**src/rtl/sixteen_bit_1x16_demux_latch.sv**
```systemverilog
// Registered 1-to-16 demultiplexer: writes land in per-channel shadow registers,
// and a commit copies every shadow register to the outputs on the same edge.
module sixteen_bit_1x16_demux_latch #(
  parameter int WIDTH       = 16,
  parameter int AUTO_COMMIT = 0
) (
  input  logic             i_clock,
  input  logic             i_reset,
  input  logic [3:0]       i_select,
  input  logic [WIDTH-1:0] i_data,
  input  logic             i_write,
  input  logic             i_commit,
  output logic [WIDTH-1:0] o_0,
  output logic [WIDTH-1:0] o_1,
  output logic [WIDTH-1:0] o_2,
  output logic [WIDTH-1:0] o_3,
  output logic [WIDTH-1:0] o_4,
  output logic [WIDTH-1:0] o_5,
  output logic [WIDTH-1:0] o_6,
  output logic [WIDTH-1:0] o_7,
  output logic [WIDTH-1:0] o_8,
  output logic [WIDTH-1:0] o_9,
  output logic [WIDTH-1:0] o_A,
  output logic [WIDTH-1:0] o_B,
  output logic [WIDTH-1:0] o_C,
  output logic [WIDTH-1:0] o_D,
  output logic [WIDTH-1:0] o_E,
  output logic [WIDTH-1:0] o_F,
  output logic [15:0]      o_dirty,
  output logic             o_commit_done
);

  // Handshake: there is no ready; a write with i_write high is always accepted
  // on that edge, and i_select/i_data are ignored while i_write is low.
  logic [WIDTH-1:0] shadow_q [16];
  logic [WIDTH-1:0] shadow_d [16];
  logic [WIDTH-1:0] out_q    [16];
  logic [WIDTH-1:0] out_d    [16];
  logic [15:0]      dirty_q;
  logic [15:0]      dirty_d;
  logic             commit_done_q;
  logic             commit_done_d;
  logic             commit_eff;

  always_comb begin
    commit_eff = i_commit | ((AUTO_COMMIT != 0) & i_write & (i_select == 4'hF));
    dirty_d    = dirty_q;
    for (int n = 0; n < 16; n++) begin
      shadow_d[n] = shadow_q[n];
    end
    if (i_write) begin
      shadow_d[i_select] = i_data;
      dirty_d[i_select]  = 1'b1;
    end
    // Commit takes the post-write shadow so a same-cycle write is bypassed through.
    for (int n = 0; n < 16; n++) begin
      out_d[n] = commit_eff ? shadow_d[n] : out_q[n];
    end
    if (commit_eff) begin
      dirty_d = '0;
    end
    commit_done_d = commit_eff;
  end

  always_ff @(posedge i_clock) begin
    if (i_reset) begin
      for (int n = 0; n < 16; n++) begin
        shadow_q[n] <= '0;
        out_q[n]    <= '0;
      end
      dirty_q       <= '0;
      commit_done_q <= 1'b0;
    end else begin
      for (int n = 0; n < 16; n++) begin
        shadow_q[n] <= shadow_d[n];
        out_q[n]    <= out_d[n];
      end
      dirty_q       <= dirty_d;
      commit_done_q <= commit_done_d;
    end
  end

  assign o_0           = out_q[0];
  assign o_1           = out_q[1];
  assign o_2           = out_q[2];
  assign o_3           = out_q[3];
  assign o_4           = out_q[4];
  assign o_5           = out_q[5];
  assign o_6           = out_q[6];
  assign o_7           = out_q[7];
  assign o_8           = out_q[8];
  assign o_9           = out_q[9];
  assign o_A           = out_q[10];
  assign o_B           = out_q[11];
  assign o_C           = out_q[12];
  assign o_D           = out_q[13];
  assign o_E           = out_q[14];
  assign o_F           = out_q[15];
  assign o_dirty       = dirty_q;
  assign o_commit_done = commit_done_q;

endmodule

```
**config.mk**
```make
export PLATFORM = sky130hd
export DESIGN_NAME = sixteen_bit_1x16_demux_latch
export DESIGN_NICKNAME = d
export VERILOG_FILES = /design/src/rtl/sixteen_bit_1x16_demux_latch.sv
export SDC_FILE = /design/constraint.sdc
export NUM_CORES = 1
export LEC_CHECK = 0
export CAP_MARGIN = 20
export CORE_UTILIZATION = 30
export DETAILED_ROUTE_END_ITERATION = 8
export PLACE_DENSITY = 0.51
export SYNTH_ARGS = -nofsm -noshare
export SYNTH_HDL_FRONTEND = slang
export SYNTH_SLANG_ARGS = --single-unit
```
**constraint.sdc**
```tcl
create_clock -name i_clock -period 1.6 [get_ports i_clock]
set_clock_uncertainty 0.05 [all_clocks]
set_input_delay 0.16 -clock i_clock [delete_from_list [all_inputs] [get_ports i_clock]]
set_output_delay 0.16 -clock i_clock [all_outputs]
set_load 0.05 [all_outputs]
```
# After elaboration in Yosys (flattened, before gate mapping)
# Memory sizes are Yosys's and may differ from the RTL's.
# Index checks and enable logic that the tools add are counted.
[word_totals] reg_bits=17 inputBits=24 ram_bits=512 rom_bits=0 n_memories=2 out_inout_bits=273 latchBits=0 word_cells=102
[op_classes] n_reduce_logical=3 bitwise_logic=34 n_mux=57 addsub=0 shifts=0 n_lt_le_gt_ge=4 eq_ne=0 mul=0 n_div=0
[mem_list] name="out_q" depth=16 width=16 read_ports=16 rd_clocked_by_memory_dff=0 wr=16 line="37" source="logic [WIDTH-1:0] out_q [16];"
[mem_list] name="shadow_q" depth=16 width=16 read_ports=16 rd_clocked_by_memory_dff=0 wr=16 line="35" source="logic [WIDTH-1:0] shadow_q [16];"
[ops] op="$mux 16" count=49
[ops] op="$bwmux 256" count=1
[ops] op="$mux 256" count=1
[ops] op="$demux 16 s4" count=1
[ops] op="$or 1x1->1" count=32
[ops] op="$or 16x16->16" count=1
[ops] op="$ge 5x5->1 const B" count=1
[ops] op="$lt 4x5->1 const B" count=1
[ops] op="$lt 5x1->1 const B" count=1
[ops] op="$not 4->5" count=1
[ops] op="$demux 1 s4" count=1
[ops] op="$ge 4x1->1 const B" count=1
[ops] op="$mux 1" count=4
[ops] op="$logic_and 1x1->1" count=2
[ops] op="$reduce_or 2->1" count=1

# Depth between registers and ports, before layout
# Gate-level depths: netlist of run 1.
[logic_depth] ltp_word=9 depth_mapped=6

# Worst setup path before layout of run 1
# No wires, ideal clock.
[synth_timing] kind="in2reg" startpoint="input port i_commit" endpoint="memory out_q[6][4], in the netlist out_q[0][100]" t_arrival_ps=1231 path_slack_ps=177 path_stages=5 n_path_buf=4 path_cell_list="clkbuf_1 > clkbuf_1 > clkbuf_1 > clkbuf_1 > a311oi_1"
[synth_lines] element="start, declared" line="12" source="input logic i_commit,"
[synth_lines] element="end, declared" line="37"

==> results.md, run 1 <==
* final setup violating endpoints: 0
* synthesized area: 19,400 µm²
* Inst Count DP: 3,305
* ranking of synthesized cells by instance count: 529 x sky130_fd_sc_hd__dfxtp_1, 269 x sky130_fd_sc_hd__nor2_1, 260 x sky130_fd_sc_hd__a21oi_1
* synthesized flop and latch total: 529
* timing-limited maximum frequency: 657 MHz
* number of DRC markers in iteration 0: 1,429
* Net Count, Synth: 2,208
* total global routing track utilization: 20.6%
* TritonRoute pass-1 iters: 5
* total of max-cap violations: 0
* input/output buffers: 296
* RSZ-0062 raised after global routing: false
* Critical Path Max Stage Delay: 450 ps
* crit share post-route: 95.1%
* proportion of register bits with asynchronous set or reset after synthesis: 0%
* Critical Path RT: 1390 ps
* standard cell core area: 63,400 µm²
* Post-DP Area: 24,300 µm²
* number of clock sinks: 529
* cell with the largest stage delay on the worst path: sky130_fd_sc_hd__dfxtp_1
* most frequent cell after synthesis: sky130_fd_sc_hd__dfxtp_1
* headroom to the max-slew limit: 73.7%
* min Tclk post-route: 1520 ps
* total number of vias: 17,900
* top-level port count: 297
* P_leak: 9.89 nW
* Mapped Cells: 2,184
* first-pass GRT wire length: 106,000 µm
* Hold Path Class: input port to register
* count of nets left with antenna violations after detail routing: 0
* proportion of netlist area held by the largest area contributor: 54.7%
* via count of the first global-routing pass: 17,100
* maximum vdd ir drop: 921 µV
* Worst setup SP type: register
* run status: finished, final reports clean
* total number of yosys warnings: 0
* Clk pin slew, worst setup/hold paths: 60 ps
* final cell area excluding filler cells: 26,100 µm²
* placement row count: 92
* Min Hold Slack: 150 ps
* post_cts resized: 0
* Final GP Congestion: 0.794
* part of the Yosys area used for sequential elements: 54.7%
* fraction of final layout cells sized beyond drive strength 1: 22.4%
* Final Routed Wirelength: 70,200 µm
* pin count of the biggest net entering global routing: 87
* routed wire length per instance: 20.5 µm
* clock latency on the worst-skew pair: 610 ps
* leading area contributor after synthesis: sky130_fd_sc_hd__dfxtp_1
* worst-margin pin slew: 394 ps
* max-slew violation total from the final report: 0
* Final Hold Vio Count: 0
* main area contributors after synthesis: sky130_fd_sc_hd__dfxtp_1 55%, sky130_fd_sc_hd__a311oi_1 12%, sky130_fd_sc_hd__a21oi_1 6.7%, sky130_fd_sc_hd__o21ai_0 6.5%, sky130_fd_sc_hd__nor2_1 5.2%
* Clock Tree Buf Depth: 3
* number of enable flip-flop cells after synthesis: 0
* H-Tree Level Count: 2
* count of distinct cell types in the synthesized netlist: 32
* endpoint arrival time on the critical path: 1310 ps
* Die Wd: 256 µm
* Layout Nets: 2,545
* clock root buffer master: sky130_fd_sc_hd__clkbuf_16
* TritonCTS clock tree: built
* CP Buf/Inv Count: 1
* gate family responsible for the most delay along the worst path: flip-flops
* CP endpoint kind: primary output
* drt via density: 5.25
* Cell Pwr Density: 1190 nW/µm²
* drc violations: 0
* ordered list of cells on the worst path: buf_4
* main flop type after synthesis: sky130_fd_sc_hd__dfxtp_1
* detailed-placement wirelength estimate: 47,100 µm
* CP Class: register to primary output
* DIE AREA: 65,600 µm²
* Avg Inst Size Synth: 8.87 µm²
* final total power: 31.0 mW
* area overhead of the layout relative to synthesis: 34.8%
* residual overflow from global routing: 0
* number of buffers inserted during clock tree synthesis: 57
* floorplan die height: 256 µm
* largest driver fanout on the critical path: 2
* starting utilization of the core area: 30.5%
* setup tns final: 0 ps
* antenna violations before repair: 6
* final std cells w/o fill: 3,415
-- logic make-up (layout without fill, tap and decap cells) --
family | count (synthesis) | in the layout | synth area share (%)
AO/OA/AOI/OAI | 784 | 784 | 25.4
buffers and inverters | 227 | 609 | 5.00
flip-flops | 529 | 529 | 54.7
other | 0 | 3 | 0
AND/OR/NAND/NOR | 644 | 644 | 15.0
-- timing repair --
action | in CTS | in global routing
hold buffers | 2 | 0
endpoints found under the hold margin | 34 | 0
setup buffers | 0 | 1
setup endpoints to repair | 0 | 20
-- power by group --
group	switching, mW	internal (mW)	leakage [nW]	total, mW
clock network	5.48	7.47	0.902	13.0
registers	0.296	13.6	4.31	13.9
logic	2.78	1.35	4.67	4.13
-- layout by cell type, fill, tap and decap left out, types with 8 or more instances in the layout --
cell type / Yosys / layout
sky130_fd_sc_hd__and3b_1: 32 / 32
sky130_fd_sc_hd__a311oi_1: 256 / 256
sky130_fd_sc_hd__nor3b_1: 16 / 16
sky130_fd_sc_hd__o21a_1: 12 / 12
sky130_fd_sc_hd__clkbuf_16: 0 / 57
sky130_fd_sc_hd__dfxtp_1: 529 / 529
sky130_fd_sc_hd__clkbuf_1: 174 / 19
sky130_fd_sc_hd__clkdlybuf4s50_1: 0 / 19
sky130_fd_sc_hd__nor2b_1: 18 / 18
sky130_fd_sc_hd__o21ai_0: 252 / 252
sky130_fd_sc_hd__nand2_1: 218 / 218
sky130_fd_sc_hd__buf_4: 18 / 404
sky130_fd_sc_hd__and3_1: 32 / 32
sky130_fd_sc_hd__buf_12: 0 / 76
sky130_fd_sc_hd__nand3_1: 39 / 39
sky130_fd_sc_hd__clkinv_2: 0 / 8
sky130_fd_sc_hd__clkbuf_8: 0 / 12
sky130_fd_sc_hd__a21oi_1: 260 / 260
sky130_fd_sc_hd__nor2_1: 269 / 268
-- through the flow --
| step | util (%) | setup slack [ps] |
|---|---|---|
| 2_1_floorplan | - | 177 |
| 3_3_place_gp | 38.2 | -560 |
| 3_5_place_dp | 38.2 | -551 |
| 4_1_cts | 41.2 | 45.0 |
| 5_1_grt | 41.2 | 8.22 |
| 6_report | 41.2 | 78.6 |
-- path summary, 6_finish.rpt --
path	startpoint	endpoint	slack (ps)	depth (start not counted)
hold / removal	i_select[1]	shadow_q[1][12]	150	5
setup / recovery	out_q[0][46]	o_2[14]	80	1
hold reg to reg	o_dirty[9]	o_dirty[9]	410	1
setup reg to reg	out_q[0][46]	out_q[0][46]	650	2
-- per-layer routing --
metal	global-route usage, %	wire [µm]
met1	27.5	31600
met2	33.2	32200
met3	3.87	4210
met4	7.24	2100
met5	0	27
-- state kept, by name, indices dropped and copies added (netlist names) --
register and cells:
out_q 256, shadow_q 256, o_dirty 16, o_commit_done 1
-- layout make-up --
type | count | area [µm²]
diodes | 3 | 7.51
clock inverters | 16 | 168
repair buffers | 504 | 4800
inverters | 1 | 3.75
clock buffers | 88 | 1660
well taps | 846 | 1060
multi-input cells | 1428 | 7830
fillers | 6219 | 37300
flip-flops and latches | 529 | 10600
(Power assumes the default switching activity.)
==> run 2, diff against run 1 <==
--- a/config.mk
+++ b/config.mk
@@ -6,6 +6,7 @@
 export NUM_CORES = 1
 export LEC_CHECK = 0
 export CAP_MARGIN = 20
+export CORE_ASPECT_RATIO = 1.1
 export CORE_UTILIZATION = 30
 export DETAILED_ROUTE_END_ITERATION = 8
 export PLACE_DENSITY = 0.51
==> results.md, run 2 (synthesis gave the netlist of run 1 again) <==
* clock latency on the worst-skew pair: 600 ps, about the same
* via count of the first global-routing pass: 16,900, -0.91%
* cell with the largest stage delay on the worst path: sky130_fd_sc_hd__dfxtp_1
* starting utilization of the core area: 30.4%, -0.14 points
* Final Routed Wirelength: 70,400 µm, +0.39%
* total of max-cap violations: 0, unchanged
* CP endpoint kind: primary output
* fraction of final layout cells sized beyond drive strength 1: 21.2%, -1.2 points
* final setup violating endpoints: 0, unchanged
* commonest non-fill, non-tap cells in the layout: 529 x sky130_fd_sc_hd__dfxtp_1, 360 x sky130_fd_sc_hd__buf_4, 268 x sky130_fd_sc_hd__nor2_1
* number of clock sinks: 529, unchanged
* number of inserted filler cells in the final layout: 6,349, +2.1%
* area overhead of the layout relative to synthesis: 32.6%
* placement row count: 97, +5.4%
* pin count of the biggest net entering global routing: 94, +8.0%
* Cell Pwr Density: 1220 nW/µm², +2.8%
* final worst setup slack: 136 ps, +57.8 ps
* headroom to the max-slew limit: 71.6%, -2.1 points
* Hold Path Class: input port to register
* maximum vdd ir drop: 723 µV, -22%
* crit share post-route: 91.5%, -3.6 points
* gate family responsible for the most delay along the worst path: flip-flops
* clock root buffer master: sky130_fd_sc_hd__clkbuf_16
* detailed-placement wirelength estimate: 47,300 µm, +0.31%
* Layout Nets: 2,493, -2.0%
* worst-margin pin slew: 426 ps, +31.4 ps
* CP Class: register to primary output
* total global routing track utilization: 20.9%, +0.30 points
* drc violations: 0, unchanged
* max-slew violation total from the final report: 0, unchanged
* residual overflow from global routing: 0, unchanged
* antenna violations before repair: 9, +3
* run status: finished, final reports clean
* post_cts resized: 0, unchanged
* endpoint arrival time on the critical path: 1250 ps, -60 ps
* Inst Count DP: 3,249, -1.7%
* CP Buf/Inv Count: 1, unchanged
* input/output buffers: 296, unchanged
* Clock Tree Buf Depth: 3, unchanged
* Final GP Congestion: 0.785, -1.2%
* Die Wd: 244 µm, -4.6%
* routed wire length per instance: 21.0 µm, +2.1%
* setup tns final: 0 ps, unchanged
* standard cell core area: 63,700 µm², +0.46%
* most common cell after layout, fill and taps aside: sky130_fd_sc_hd__dfxtp_1
* RSZ-0062 raised after global routing: false
* DIE AREA: 65,600 µm², about the same
* drt via density: 5.23, -0.39%
* top-level port count: 297, unchanged
* P_leak: 9.68 nW, -2.1%
* setup slack after placement: -418 ps, +133 ps
* Clk pin slew, worst setup/hold paths: 60 ps, about the same
* Post-DP Area: 23,800 µm², -2.1%
* Critical Path Max Stage Delay: 420 ps, -30 ps
* TritonCTS clock tree: built
* timing-limited maximum frequency: 683 MHz, +3.9%
* number of buffers inserted during clock tree synthesis: 56, -1.8%
* min Tclk post-route: 1460 ps, -57.8 ps
* floorplan die height: 269 µm, +4.8%
* largest driver fanout on the critical path: 2, unchanged
* final cell area excluding filler cells: 25,700 µm², -1.6%
* H-Tree Level Count: 2, unchanged
* count of nets left with antenna violations after detail routing: 0, unchanged
* Critical Path RT: 1390 ps, about the same
* TritonRoute pass-1 iters: 5, unchanged
* ordered list of cells on the worst path: buf_4
* final std cells w/o fill: 3,359, -1.6%
* Worst setup SP type: register
* number of DRC markers in iteration 0: 1,269, -11%
* first-pass GRT wire length: 106,000 µm, -0.45%
* Min Hold Slack: 122 ps, -27.6 ps
* total number of vias: 17,600, -2.0%
* Final Hold Vio Count: 0, unchanged
==> run 2: cell types whose count changed in the layout (fill, tap and decap cells not counted), sizes merged, moves of 2 or more <==
cell / previous run / this run
buf: 483 / 433
clkinv: 12 / 14
bufinv: 2 / 5
clkbuf: 88 / 80
clkinvlp: 0 / 2
clkdlybuf4s50: 19 / 17
==> run 2: final timing paths <==
check,from,to,slack [ps],cells after the start
max reg2reg,shadow_q[1][8],out_q[1][8],680,2
max,out_q[1][99],o_E[3],140,1
min reg2reg,o_dirty[9],o_dirty[9],410,1
min,i_select[1],shadow_q[0][127],120,4
==> run 2: metal layers <==
metal	up-vias	share of wire (%)	track usage [%]
met2	468	47	34.6
met3	114	5.8	4.10
met4	2	3.3	8.28
met1	8516	43	26.8
li1	8470	-	-
met5	-	0.018	0
==> run 2: final cells by class <==
cell class	count	area, µm²	share of cell area, %
repair buffers	453	4310	16.8
flip-flops and latches	529	10600	41.2
clock inverters	23	253	0.984
diodes	4	10.0	0.0390
multi-input cells	1428	7830	30.5
inverters	1	3.75	0.0146
clock buffers	80	1640	6.40
well taps	841	1050	4.10
==> run 2: power breakdown <==
part / switching [mW] / internal, mW
clock network: 5.45 / 7.92
registers: 0.267 / 13.6
logic: 2.80 / 1.28
total: 8.52 / 22.8
==> run 2: tightest hold or removal path, stage by stage <==
cell                      delay, ps
sky130_fd_sc_hd__buf_4          180
sky130_fd_sc_hd__buf_12         180
sky130_fd_sc_hd__nand4_1        110
sky130_fd_sc_hd__a21oi_1         70
==> run 2: per-stage QoR <==
step / power [mW] / utilization (%)
global route: 32.5 / 40.3
global placement: 18.2 / 37.3
finish: 31.3 / 40.3
floorplan: 16.5 / -
CTS: 31.7 / 40.3
detailed placement: 18.3 / 37.3
==> run 2: repair_timing <==
action | 4_1_cts | 5_1_grt
hold buffers | 3 | 0
setup endpoints to repair | 0 | 0
endpoints found under the hold margin | 40 | 0
setup buffers | 0 | 0
